===== src/rtl/parity_pkg.sv =====
// Shared constants for the UART parity generator/checker: parity mode
// codes, FSM state encoding and the final parity-bit selection.
package parity_pkg;

   localparam logic [1:0] PAR_EVEN  = 2'b00;
   localparam logic [1:0] PAR_ODD   = 2'b01;
   localparam logic [1:0] PAR_MARK  = 2'b10;
   localparam logic [1:0] PAR_SPACE = 2'b11;

   localparam logic [1:0] IDLE = 2'b00;
   localparam logic [1:0] CALC = 2'b01;
   localparam logic [1:0] DONE = 2'b10;

   // Maps the raw XOR of the word onto the transmitted parity bit.
   // A disabled parity pass always yields 0.
   function automatic logic par_result(input logic       en,
                                       input logic [1:0] mode,
                                       input logic       raw_xor);
      logic res;
      res = 1'b0;
      if (en) begin
         case (mode)
            PAR_EVEN:  res = raw_xor;
            PAR_ODD:   res = ~raw_xor;
            PAR_MARK:  res = 1'b1;
            default:   res = 1'b0;
         endcase
      end
      return res;
   endfunction

endpackage


===== src/rtl/parity_calc_gen.sv =====
// Parametrised parity generator/checker for the UART datapath.
// state | meaning
// IDLE  | no word captured since reset; waiting for a load
// CALC  | reducing the captured word (serial: one bit per clock)
// DONE  | par_bit/par_valid held; received parity may be checked
module parity_calc_gen
   import parity_pkg::*;
#(
   parameter int DATA_WIDTH = 8,
   parameter int SERIAL     = 1
) (
   input  logic                  CLK,
   input  logic                  RST,
   input  logic [DATA_WIDTH-1:0] In_Data,
   input  logic                  Data_Valid,
   input  logic                  Busy_In,
   input  logic                  Par_En,
   input  logic [1:0]            Par_Mode,
   input  logic                  Chk_En,
   input  logic                  Rx_Par_Bit,
   output logic                  par_bit,
   output logic                  par_valid,
   output logic                  calc_busy,
   output logic                  par_err
);

   localparam int CNT_W = $clog2(DATA_WIDTH) + 1;

   logic [1:0]            state_q;
   logic [DATA_WIDTH-1:0] shreg_q;
   logic                  acc_q;
   logic [CNT_W-1:0]      cnt_q;
   logic                  en_q;
   logic [1:0]            mode_q;

   logic load;
   logic calc_last;
   logic raw_xor;

   // A word is taken only while idle or holding a finished result.
   assign load = Data_Valid && !Busy_In && ((state_q == IDLE) || (state_q == DONE));

   generate
      if (SERIAL != 0) begin : g_serial
         // Last serial step folds the remaining LSB into the running XOR.
         assign calc_last = (cnt_q == CNT_W'(DATA_WIDTH - 1));
         assign raw_xor   = acc_q ^ shreg_q[0];
      end else begin : g_parallel
         assign calc_last = 1'b1;
         assign raw_xor   = ^shreg_q;
      end
   endgenerate

   // FSM, shift/accumulate path and sticky checker; a load overrides a
   // coincident check in DONE.
   always_ff @(posedge CLK) begin
      if (!RST) begin
         state_q   <= IDLE;
         shreg_q   <= '0;
         acc_q     <= 1'b0;
         cnt_q     <= '0;
         en_q      <= 1'b0;
         mode_q    <= PAR_EVEN;
         par_bit   <= 1'b0;
         par_valid <= 1'b0;
         calc_busy <= 1'b0;
         par_err   <= 1'b0;
      end else begin
         case (state_q)
            CALC: begin
               shreg_q <= shreg_q >> 1;
               acc_q   <= acc_q ^ shreg_q[0];
               cnt_q   <= cnt_q + CNT_W'(1);
               if (calc_last) begin
                  par_bit   <= par_result(en_q, mode_q, raw_xor);
                  par_valid <= 1'b1;
                  calc_busy <= 1'b0;
                  state_q   <= DONE;
               end
            end
            DONE: begin
               if (Chk_En && !load)
                  par_err <= par_err | (Rx_Par_Bit != par_bit);
            end
            IDLE: ;
            default: state_q <= IDLE;
         endcase

         if (load) begin
            shreg_q   <= In_Data;
            en_q      <= Par_En;
            mode_q    <= Par_Mode;
            acc_q     <= 1'b0;
            cnt_q     <= '0;
            par_valid <= 1'b0;
            par_err   <= 1'b0;
            calc_busy <= 1'b1;
            state_q   <= CALC;
         end
      end
   end

endmodule


===== config.mk =====
export PLATFORM = sky130hd
export DESIGN_NAME = parity_calc_gen
export DESIGN_NICKNAME = d
export VERILOG_FILES = /design/src/rtl/parity_pkg.sv /design/src/rtl/parity_calc_gen.sv
export SDC_FILE = /design/constraint.sdc
export NUM_CORES = 1
export LEC_CHECK = 0
export ABC_AREA = 1
export CORE_MARGIN = 2
export CORE_UTILIZATION = 45
export CTS_CLUSTER_SIZE = 40
export DETAILED_ROUTE_END_ITERATION = 7
export GPL_ROUTABILITY_DRIVEN = 0
export GPL_TIMING_DRIVEN = 0
export PLACE_DENSITY = 0.75
export RECOVER_POWER = 25
export SLEW_MARGIN = 20
export SYNTH_ARGS = -nofsm -noshare
export SYNTH_HDL_FRONTEND = slang
export SYNTH_SLANG_ARGS = --single-unit

===== constraint.sdc =====
create_clock -name CLK -period 3.05 [get_ports CLK]
set_clock_uncertainty 0.1 [all_clocks]
set_input_delay 0.4575 -clock CLK [delete_from_list [all_inputs] [get_ports CLK]]
set_output_delay 0.4575 -clock CLK [all_outputs]
set_load 0.01 [all_outputs]

Word level (Yosys, flattened, before mapping). Index checks and enable logic that the tools add are counted.

Add/subtract/negate cells: 1. Equality and inequality tests: 9. Mux-type cells: 10. Bitwise logic cells: 5. Reductions and logical operators: 17.

Operators with widths (count): $mux 8 (2); $reduce_and 2->1 (5); $mux 1 (5); $add 4x1->4 const B (1); $eq 2x1->1 const B (2); $eq 2x2->1 const B (2); $eq 4x3->1 const B (1); $logic_not 2->1 (2); $pmux 2 s2 (1); $reduce_bool 2->1 (2); $reduce_or 2->1 (2); $logic_and 1x1->1 (3); $ne 3x3->1 const B (1); $not 1->1 (3); $pmux 1 s3 (1); $logic_not 1->1 (2); $mux 2 (1); $ne 2x1->1 const B (1); $ne 2x2->1 const B (1); $logic_or 1x1->1 (1); $ne 1x1->1 (1); $or 1x1->1 (1); $xor 1x1->1 (1).

Register bits: 22. Output and inout bits: 4.

Longest topological paths before layout. Gate-level depths: netlist (run 1).

Depth in word-level cells: 6. Gate-level depth with buffers: 7. Gate-level depth less buffers: 7.

Worst setup path before layout (run 1). No wires, ideal clock.

Path kind: register to register. Start point: register cnt_q[0]. End point: register par_bit. Library setup time: 70 ps. Data arrival time: 1056 ps. Setup slack: 1824 ps. Stages on the path, launching flop included: 8. Path buffers: 0. Clock period less this slack: 1226 ps. Cells stage by stage: dfxtp_1 > ha_1 > nand2_1 > nor2_2 > nand2_2 > nor2_2 > nand2_1 > a21oi_1.

Cells in the longest elaborated chain, start to end: 2.

RTL lines: from (decl) (line parity_calc_gen.sv:32) `logic [CNT_W-1:0] cnt_q;`; from (signal assigned) (line parity_calc_gen.sv:73) `cnt_q <= cnt_q + CNT_W'(1);`; $eq 4x3->1 (line parity_calc_gen.sv:46) `assign calc_last = (cnt_q == CNT_W'(DATA_WIDTH - 1));`; $reduce_and 2->1 (no source line); to (signal assigned) (line parity_calc_gen.sv:75) `par_bit <= par_result(en_q, mode_q, raw_xor);`; to (decl) (line parity_calc_gen.sv:21) `output logic par_bit,`.

Every way passes these cells. A chain may end at the register's enable or synchronous reset.

Final worst setup path (run 1).
Start point: input port Data_Valid. End point: register shreg_q[0].

Cells in the longest elaborated chain, start to end: 3. Elaborated cells between the ends (all ways): 4. Classes of those cells: mux: 1; reduce/logical: 3.

RTL lines: from (decl) (line parity_calc_gen.sv:15) `input logic Data_Valid,`; $logic_and 1x1->1 (*) (2 in series) (line parity_calc_gen.sv:41) `assign load = Data_Valid && !Busy_In && ((state_q == IDLE) || (state_q == DONE));`; $mux 8 or $reduce_bool 2->1 (tied branches); to (signal assigned) (line parity_calc_gen.sv:71) `shreg_q <= shreg_q >> 1;`; to (signal assigned) (line parity_calc_gen.sv:90) `shreg_q <= In_Data;`; to (decl) (line parity_calc_gen.sv:30) `logic [DATA_WIDTH-1:0] shreg_q;`.

Every way passes the cells marked *; elsewhere a longest branch is shown, timed or not.

==> flow_metrics.tcl, run 1 <==
set metrics [dict create \
    seq_area_um2 440 \
    cp.arrival_ns 1.94 \
    hold_class "reg2reg" \
    status "finished, final reports clean" \
    clk_latency_ns 0.30 \
    fin_ws_ns 1.20 \
    syn_to_final_growth_pct 25.3 \
    final_cell_mix "nand2_1 (36), dfxtp_1 (22), clkdlybuf4s50_1 (19)" \
    cts_hold_buffers 0 \
    cts_resized 0 \
    syn_nets 143 \
    final_cells 175 \
    crit_path_end_kind "register" \
    path_clk_slew_ns 0.11 \
    period_needed_ns 1.85 \
    fin_crit_sh_pct 60.8 \
    dieArea_mm2 0.00253 \
    min_path_cells 2 \
    antenna_found_initial 0 \
    fp.dieW_um 50.3 \
    vias 834 \
    synth_area_per_cell_um2 7.73 \
    viasPerCell 4.77 \
    layout_commonest_cell "nand2_1" \
    power_density_mw_per_mm2 418 \
    drtPass1Iterations 4 \
    grt_pass1_wl_mm 3.34 \
    path_cells "dlygate4sd3_1 -> nand3_1 -> inv_1 -> nand2_1 -> nand2_1 -> a21oi_1 -> nor2_1" \
    grt_pass1_vias 826 \
    synth-seq-area-share_pct 45.6 \
    grt_util_all_layers_pct 16.9 \
    cp_max_fo 10 \
    min_from "par_err" \
    post_dp_cell_area_mm2 0.00120 \
    yosysUniqueCellTypes 21 \
    reg2reg_from "state_q[0]" \
    grt_overflow 0 \
    fin_area_mm2 0.00121 \
    hold_viol_final 0 \
    clock.fmax_mhz 539 \
    wl_mm 1.91 \
    holdPathEnd "par_err" \
    crit_required_ns 3.14 \
    post_cts_buffers 0 \
    multi_input_area_um2 445 \
    timing.critical_path.mode_cell "nand2_1" \
    post-place-ws_ns 1.17 \
    cts_sinks 22 \
    synth_warnings 0 \
    tritoncts "built" \
    wl_per_cell_um 10.9 \
    worstSetupStartpointType "input pin" \
    setup_viol 0 \
    ioPinCount 21 \
    grt_max_degree 12 \
    r2r_end "shreg_q[0]" \
    fp-row-count 16 \
    fill_cells 191 \
    whs_ns 0.355 \
    die_h_um 50.3 \
    route.detailed.drc 0 \
    crit_type "in2reg" \
    dp_cells 172 \
    ys_ff_latch 22 \
    ir_drop_mv 0.280 \
    core-area_mm2 0.00200 \
    critical_path.slowest_cell "dlygate4sd3_1" \
    cts_buffer_depth 2 \
    cts_htree_levels 1 \
    cts_buffers 3 \
    ff2ff_path_depth 7 \
    start_util_pct 48.2 \
    max-cap-violations 0 \
    slew_headroom_pct 69.1 \
    n_antenna_cell 0 \
    cp_slowest_stage_delay_ns 0.57 \
    r2r_slack_ns 1.56 \
    finalNetCount 168 \
    worst_pin_slew_ns 0.464 \
    syn_area_um2 966 \
    leakagePower_uw 0.000462 \
    clockRootBuffer "clkbuf_4" \
    rsz0062_at_grt "no" \
    final_antenna_net_count 0 \
    drt-initial-drc-count 20 \
    layout-drive-gt1-share_pct 6.76 \
    portBuffers 20 \
    slew_violations 0 \
    tns_ns 0 \
    hpwl_mm 1.45 \
    netlist_instances 125 \
]
-- worst max-delay path by stage --
stage	startpoint	end	depth (start not counted)
after CTS	par_bit	par_bit	1
after global routing	Data_Valid	shreg_q[1]	5
after floorplan	cnt_q[0]	par_bit	7
after detailed placement	Busy_In	shreg_q[0]	8
final	Data_Valid	shreg_q[0]	7
after global placement	Busy_In	shreg_q[0]	8
-- Yosys cell counts (all sizes together) --
cell,n,area share (%)
xnor2,1,0.91
o21ai,3,1.6
nor3b,1,0.78
a21boi,6,4.7
nand2,37,15
dfxtp,22,46
ha,1,1.3
nand4,1,2.2
buf,1,1.2
a21oi,18,9.3
a211oi,2,1.6
nor2,10,5.2
xor2,1,0.91
clkbuf,1,0.39
nand3,6,4.4
inv,14,5.4
-- metrics by stage --
stage          total power [µW]  utilization, %
6_report                    506            60.4
5_1_grt                     534            60.4
4_1_cts                     514            61.1
3_5_place_dp                389            59.9
3_3_place_gp                386            59.9
2_1_floorplan               354               -
-- layout make-up --
type                       count  share of cell area, %
clock buffer                   3                   1.86
multi-input combinational     87                   36.8
timing repair buffer          20                   16.5
buffer                         2                   1.24
tap                           27                   2.79
inverter                      14                   4.34
sequential                    22                   36.4
-- state kept, by name, indices dropped and copies added (netlist names) --
| signal | cells |
|---|---|
| acc_q | 1 |
| calc_busy | 1 |
| cnt_q | 4 |
| en_q | 1 |
| mode_q | 2 |
| par_bit | 1 |
| par_err | 1 |
| par_valid | 1 |
| shreg_q | 8 |
| state_q | 2 |
-- critical path: cells and delay by family --
kind / cells / cell delay [ns]
AO/OA/AOI/OAI: 1 / 0.16
buffers and inverters: 2 / 0.80
AND/OR/NAND/NOR: 4 / 0.53
-- power breakdown --
group	total (µW)	switching, µW	leakage [µW]	internal (µW)
Sequential	307	7.74	0.000179	299
Clock	126	80.0	0.0000138	46.1
Combinational	72.9	37.3	0.000269	35.6
Total	506	125	0.000462	381
-- per-layer routing --
metal	up-vias	track usage, %	share of wire, %
li1	447	-	-
met1	367	19.6	44
met2	18	30.7	50
met3	2	2.98	4.4
met4	0	6.76	0.78
met5	-	0	0
-- logic make-up after synthesis --
group	after synthesis	synth area share, %
simple gates	55	27.2
fa+ha+maj	1	1.30
compound gates	29	17.1
buf+inv	16	6.99
xor+xnor	2	1.81
flops	22	45.6
Power figures use the tool's default switching activity.
==> run 2: changes to the inputs <==
--- a/config.mk
+++ b/config.mk
@@ -7,7 +7,7 @@
 export LEC_CHECK = 0
 export ABC_AREA = 1
 export CORE_MARGIN = 2
-export CORE_UTILIZATION = 45
+export CORE_UTILIZATION = 43
 export CTS_CLUSTER_SIZE = 40
 export DETAILED_ROUTE_END_ITERATION = 7
 export GPL_ROUTABILITY_DRIVEN = 0
==> constraint.sdc (replaced) <==
create_clock -name CLK -period 1.7 [get_ports CLK]
set_clock_uncertainty 0.1 [all_clocks]
set_input_delay 0.255 -clock CLK [delete_from_list [all_inputs] [get_ports CLK]]
set_output_delay 0.255 -clock CLK [all_outputs]
set_load 0.01 [all_outputs]
==> run 2 against run 1 <==
Against the previous run: flip-flop and latch count unchanged; power grew 92%; clock power increased by 130%; critical path depth is 6 lower; wire length shrank 5.1%; combinational power rose by 78%; count of clock-buffer cells in the layout rose by 1; final cell count rose by 1.1%; final area up 1.2%; worst setup slack got worse by 1.1 ns; utilization fell by 4.0 points; worst hold slack worse by 0.00061 ns.
==> flow_metrics.tcl, run 2 (synthesis gave the netlist of run 1 again) <==
set metrics [dict create \
    post_dp_cell_area_mm2 0.00120 \
    worstSetupStartpointType "register" \
    top_register "shreg_q" \
    critPathBufInv 1 \
    period_needed_ns 1.60 \
    r2r_slack_ns 0.25 \
    multi_input_area_um2 445 \
    core-area_mm2 0.00217 \
    antenna_found_initial 0 \
    final_cell_mix "nand2_1 (36), dfxtp_1 (22), clkdlybuf4s50_1 (20)" \
    clk_latency_ns 0.32 \
    route.detailed.drc 0 \
    fill_cells 220 \
    rsz0062_at_grt "no" \
    portBuffers 20 \
    syn_to_final_growth_pct 26.8 \
    ff2ff_path_depth 5 \
    tritoncts "built" \
    cp.arrival_ns 1.25 \
    wl_mm 1.82 \
    layout-drive-gt1-share_pct 7.38 \
    fp-row-count 17 \
    min_from "par_err" \
    crit_required_ns 1.34 \
    cts_buffers 3 \
    p_sw_uw 239 \
    fp.dieW_um 51.4 \
    ioPinCount 21 \
    finalPower_uw 972 \
    reg2reg_from "state_q[0]" \
    p_seq_share_pct 56.6 \
    path_cells "clkdlybuf4s50_1" \
    switching_share_pct 24.6 \
    die_h_um 51.4 \
    vias 859 \
    seq_area_um2 440 \
    n_antenna_cell 0 \
    crit_family "buffers and inverters" \
    fin_crit_sh_pct 94.3 \
    ir_drop_mv 0.403 \
    wl_per_cell_um 10.3 \
    power.share.combinational_pct 13.3 \
    grt_util_all_layers_pct 16.2 \
    status "finished, final reports clean" \
    power_density_mw_per_mm2 793 \
    grt_max_degree 13 \
    r2r_end "shreg_q[6]" \
    worst_pin_slew_ns 0.465 \
    holdPathEnd "par_err" \
    cp_slowest_stage_delay_ns 0.55 \
    top_regs "shreg_q x8, cnt_q x4" \
    critical_path.slowest_cell "clkdlybuf4s50_1" \
    dieArea_mm2 0.00264 \
    finalNetCount 168 \
    cts_resized 0 \
    max-cap-violations 0 \
    path_clk_slew_ns 0.11 \
    start_util_pct 44.5 \
    slew_headroom_pct 69.0 \
    hold_viol_final 0 \
    cts_sinks 22 \
    cp_max_fo 3 \
    cts_htree_levels 1 \
    cts_hold_buffers 0 \
    hpwl_mm 1.40 \
    clockPowerShare_pct 30.0 \
    final_antenna_net_count 0 \
    hold_class "reg2reg" \
    setup_viol 0 \
    viasPerCell 4.85 \
    clockRootBuffer "clkbuf_4" \
    drt-initial-drc-count 15 \
    crit_type "reg2out" \
    tns_ns 0 \
    grt_overflow 0 \
    layout_commonest_cell "nand2_1" \
    leakagePower_uw 0.000469 \
    drtPass1Iterations 4 \
    whs_ns 0.355 \
    clock.fmax_mhz 624 \
    largest_reg_flops 8 \
    cts_buffer_depth 2 \
    post_cts_buffers 0 \
    crit_path_end_kind "output pin" \
    grt_pass1_vias 768 \
    slew_violations 0 \
    p_int_uw 733 \
    min_path_cells 2 \
    fin_area_mm2 0.00122 \
    grt_pass1_wl_mm 3.19 \
]
-- run 2: cell count changes in the layout (fill, tap and decap cells not counted), sizes merged --
cell / previous run / this run
dlygate4sd3: 1 / 0
clkdlybuf4s50: 19 / 20
clkbuf: 4 / 5
-- run 2: tightest hold or removal path, delay by kind of cell (launching register included) --
family / cells / cell delay (ns)
AOI/OAI and AO/OA: 1 / 0.05
DFF: 1 / 0.33
buffers and inverters: 1 / 0.04
-- run 2: how the worst max path moves through the flow --
stage | from | depth (start not counted) | end
global placement | Data_Valid | 5 | shreg_q[1]
global route | Busy_In | 6 | shreg_q[6]
finish | par_bit | 1 | par_bit
detailed placement | Data_Valid | 5 | shreg_q[6]
CTS | par_bit | 1 | par_bit
floorplan | cnt_q[0] | 7 | par_bit
-- run 2: routing by layer --
| metal | GRT usage [%] | up-vias | part of all wire (%) |
|---|---|---|---|
| li1 | - | 451 | - |
| met1 | 19.2 | 386 | 44 |
| met2 | 27.6 | 19 | 49 |
| met3 | 2.63 | 3 | 4.6 |
| met4 | 9.21 | 0 | 2.3 |
| met5 | 0 | - | 0 |
-- run 2: per-stage QoR --
| step | instances | util, % | worst slack (ns) |
|---|---|---|---|
| 2_1_floorplan | 125 | - | 0.474 |
| 4_1_cts | 177 | 57.0 | 0.0760 |
| 3_3_place_gp | 173 | 55.4 | 0.117 |
| 3_5_place_dp | 173 | 55.4 | 0.0539 |
| 5_1_grt | 177 | 56.5 | 0.0341 |
| 6_report | 177 | 56.5 | 0.0971 |
-- run 2: area by class of cell --
class | instances | area share, %
plain buffers | 2 | 1.23
clock buffers | 4 | 2.96
inverters | 14 | 4.29
multi-input cells | 87 | 36.4
flip-flops and latches | 22 | 36.0
well taps | 28 | 2.86
repair buffers | 20 | 16.3
-- run 2: power groups by stage --
stage / clock, µW / sequential (µW) / combinational, µW
detailed placement: 0 / 562 / 135
finish: 292 / 550 / 130
global route: 316 / 553 / 148
global placement: 0 / 561 / 132
CTS: 303 / 550 / 136
floorplan: 0 / 560 / 75.4
==> run 3: changes to the inputs <==
--- a/config.mk
+++ b/config.mk
@@ -14,6 +14,7 @@
 export GPL_TIMING_DRIVEN = 0
 export PLACE_DENSITY = 0.75
 export RECOVER_POWER = 25
+export SETUP_SLACK_MARGIN = 0.15
 export SLEW_MARGIN = 20
 export SYNTH_ARGS = -nofsm -noshare
 export SYNTH_HDL_FRONTEND = slang
==> run 3 against run 2 <==
Against the previous run: final area is 0.72% higher; count of clock-buffer cells in the layout stayed put; final cell count stayed put; critical endpoint is now shreg_q[6].
==> flow_metrics.tcl, run 3 (synthesis gave the netlist of run 1 again) <==
set metrics [dict create \
    status "finished, final reports clean" \
    grt_pass1_vias 768 \
    cp.depth 6 \
    grt_pass1_wl_mm 3.19 \
    r2r_slack_ns 0.33 \
    hold_viol_final 0 \
    fp.dieW_um 51.4 \
    cts_htree_levels 1 \
    route.detailed.drc 0 \
    crit_type "in2reg" \
    clk_latency_ns 0.32 \
    layout_commonest_cell "nand2_1" \
    holdPathEnd "par_err" \
    min_from "par_err" \
    core-area_mm2 0.00217 \
    rsz0062_at_grt "no" \
    drt-initial-drc-count 15 \
    period_needed_ns 1.38 \
    top_regs "shreg_q x8, cnt_q x4" \
    crit_family "buffers and inverters" \
    worst_pin_slew_ns 0.462 \
    fill_cells 218 \
    fp-row-count 17 \
    tritoncts "built" \
    ioPinCount 21 \
    crit_required_ns 1.85 \
    cts_buffer_depth 2 \
    ir_drop_mv 0.402 \
    p_int_uw 732 \
    leakagePower_uw 0.000491 \
    portBuffers 20 \
    drtPass1Iterations 4 \
    r2r_end "par_bit" \
    wl_mm 1.81 \
    final_util_pct 56.9 \
    critical_path.slowest_cell "dlygate4sd3_1" \
    viasPerCell 4.82 \
    clock.fmax_mhz 725 \
    dieArea_mm2 0.00264 \
    post_cts_buffers 0 \
    fin_crit_sh_pct 81.1 \
    largest_reg_flops 8 \
    start_util_pct 44.5 \
    cp_slowest_stage_delay_ns 0.53 \
    antenna_found_initial 0 \
    clockRootBuffer "clkbuf_4" \
    power_density_mw_per_mm2 791 \
    wl_per_cell_um 10.2 \
    worstSetupStartpointType "input pin" \
    cp.arrival_ns 1.53 \
    hpwl_mm 1.40 \
    switching_share_pct 25.0 \
    whs_ns 0.352 \
    final_antenna_net_count 0 \
    min_path_cells 2 \
    hold_class "reg2reg" \
    cp_max_fo 10 \
    finalNetCount 168 \
    p_sw_uw 244 \
    critPathLaunch "Busy_In" \
    slew_violations 0 \
    cts_hold_buffers 0 \
    grt_util_all_layers_pct 16.2 \
    grt_max_degree 13 \
    max-cap-violations 0 \
    timing.critical_path.mode_cell "inv_1" \
    path_clk_slew_ns 0.12 \
    die_h_um 51.4 \
    tns_ns 0 \
    cts_buffers 3 \
    vias 854 \
    grt_overflow 0 \
    top_register "shreg_q" \
    p_seq_share_pct 56.4 \
    critPathBufInv 3 \
    multi_input_area_um2 458 \
    power.share.combinational_pct 13.5 \
    clockPowerShare_pct 30.2 \
    crit_path_end_kind "register" \
    setup_viol 0 \
    path_cells "dlygate4sd3_1 -> inv_1 -> nand3_4 -> inv_1 -> a21boi_0 -> a21oi_1" \
    cts_sinks 22 \
    layout-drive-gt1-share_pct 8.72 \
    final_cell_mix "nand2_1 (36), dfxtp_1 (21), a21oi_1 (18)" \
    ff2ff_path_depth 7 \
    seq_area_um2 442 \
    syn_to_final_growth_pct 27.7 \
    reg2reg_from "cnt_q[0]" \
    slew_headroom_pct 69.2 \
    n_antenna_cell 0 \
]
==> run 3: changes by cell type in the layout (fill, tap and decap cells not counted) <==
cell and change:
dfxtp_1 -1, clkdlybuf4s50_1 -5, nand3_1 -1, dlygate4sd3_1 +1, dfxtp_2 +1, nand3_4 +1, dlygate4sd2_1 +4
==> run 3: per-layer routing <==
layer	GRT usage, %	part of all wire (%)	vias up
li1	-	-	451
met1	19.2	45	384
met2	27.6	48	16
met3	2.63	4.5	3
met4	9.21	2.2	0
met5	0	0	-
==> run 3: how the worst max path moves through the flow <==
stage	to
after floorplan	par_bit
after global placement	shreg_q[1]
after detailed placement	shreg_q[6]
after CTS	par_bit
after global routing	shreg_q[6]
final	shreg_q[6]
==> run 3: timing repair <==
| action | CTS | global route |
|---|---|---|
| endpoints found under the hold margin | 0 | 0 |
| endpoints found under the setup margin | 4 | 0 |
| resized for setup | 5 | 0 |
==> run 3: power by group through the flow <==
| stage | logic, µW | clock network, µW | registers (µW) |
|---|---|---|---|
| 2_1_floorplan | 75.4 | 0 | 560 |
| 5_1_grt | 149 | 317 | 553 |
| 4_1_cts | 135 | 303 | 550 |
| 6_report | 131 | 295 | 550 |
| 3_3_place_gp | 132 | 0 | 561 |
| 3_5_place_dp | 135 | 0 | 562 |
==> run 3: tightest hold or removal path, cell delays in order (launching register included) <==
cell,delay [ns]
dfxtp_1,0.33
inv_1,0.04
a21oi_1,0.05
==> run 3: final cells by class <==
cell class / count / area share, %
plain buffers: 2 / 1.22
clock buffers: 4 / 2.94
inverters: 14 / 4.26
multi-input cells: 87 / 37.1
flip-flops and latches: 22 / 35.8
well taps: 28 / 2.84
repair buffers: 20 / 15.8
==> run 3: per-stage QoR <==
step | worst slack [ns] | instances | area (µm²) | power [µW]
floorplan | 0.474 | 125 | 966 | 636
global placement | 0.117 | 173 | 1200 | 693
detailed placement | 0.0539 | 173 | 1200 | 697
CTS | 0.301 | 177 | 1230 | 988
global route | 0.169 | 177 | 1230 | 1020
finish | 0.321 | 177 | 1230 | 976
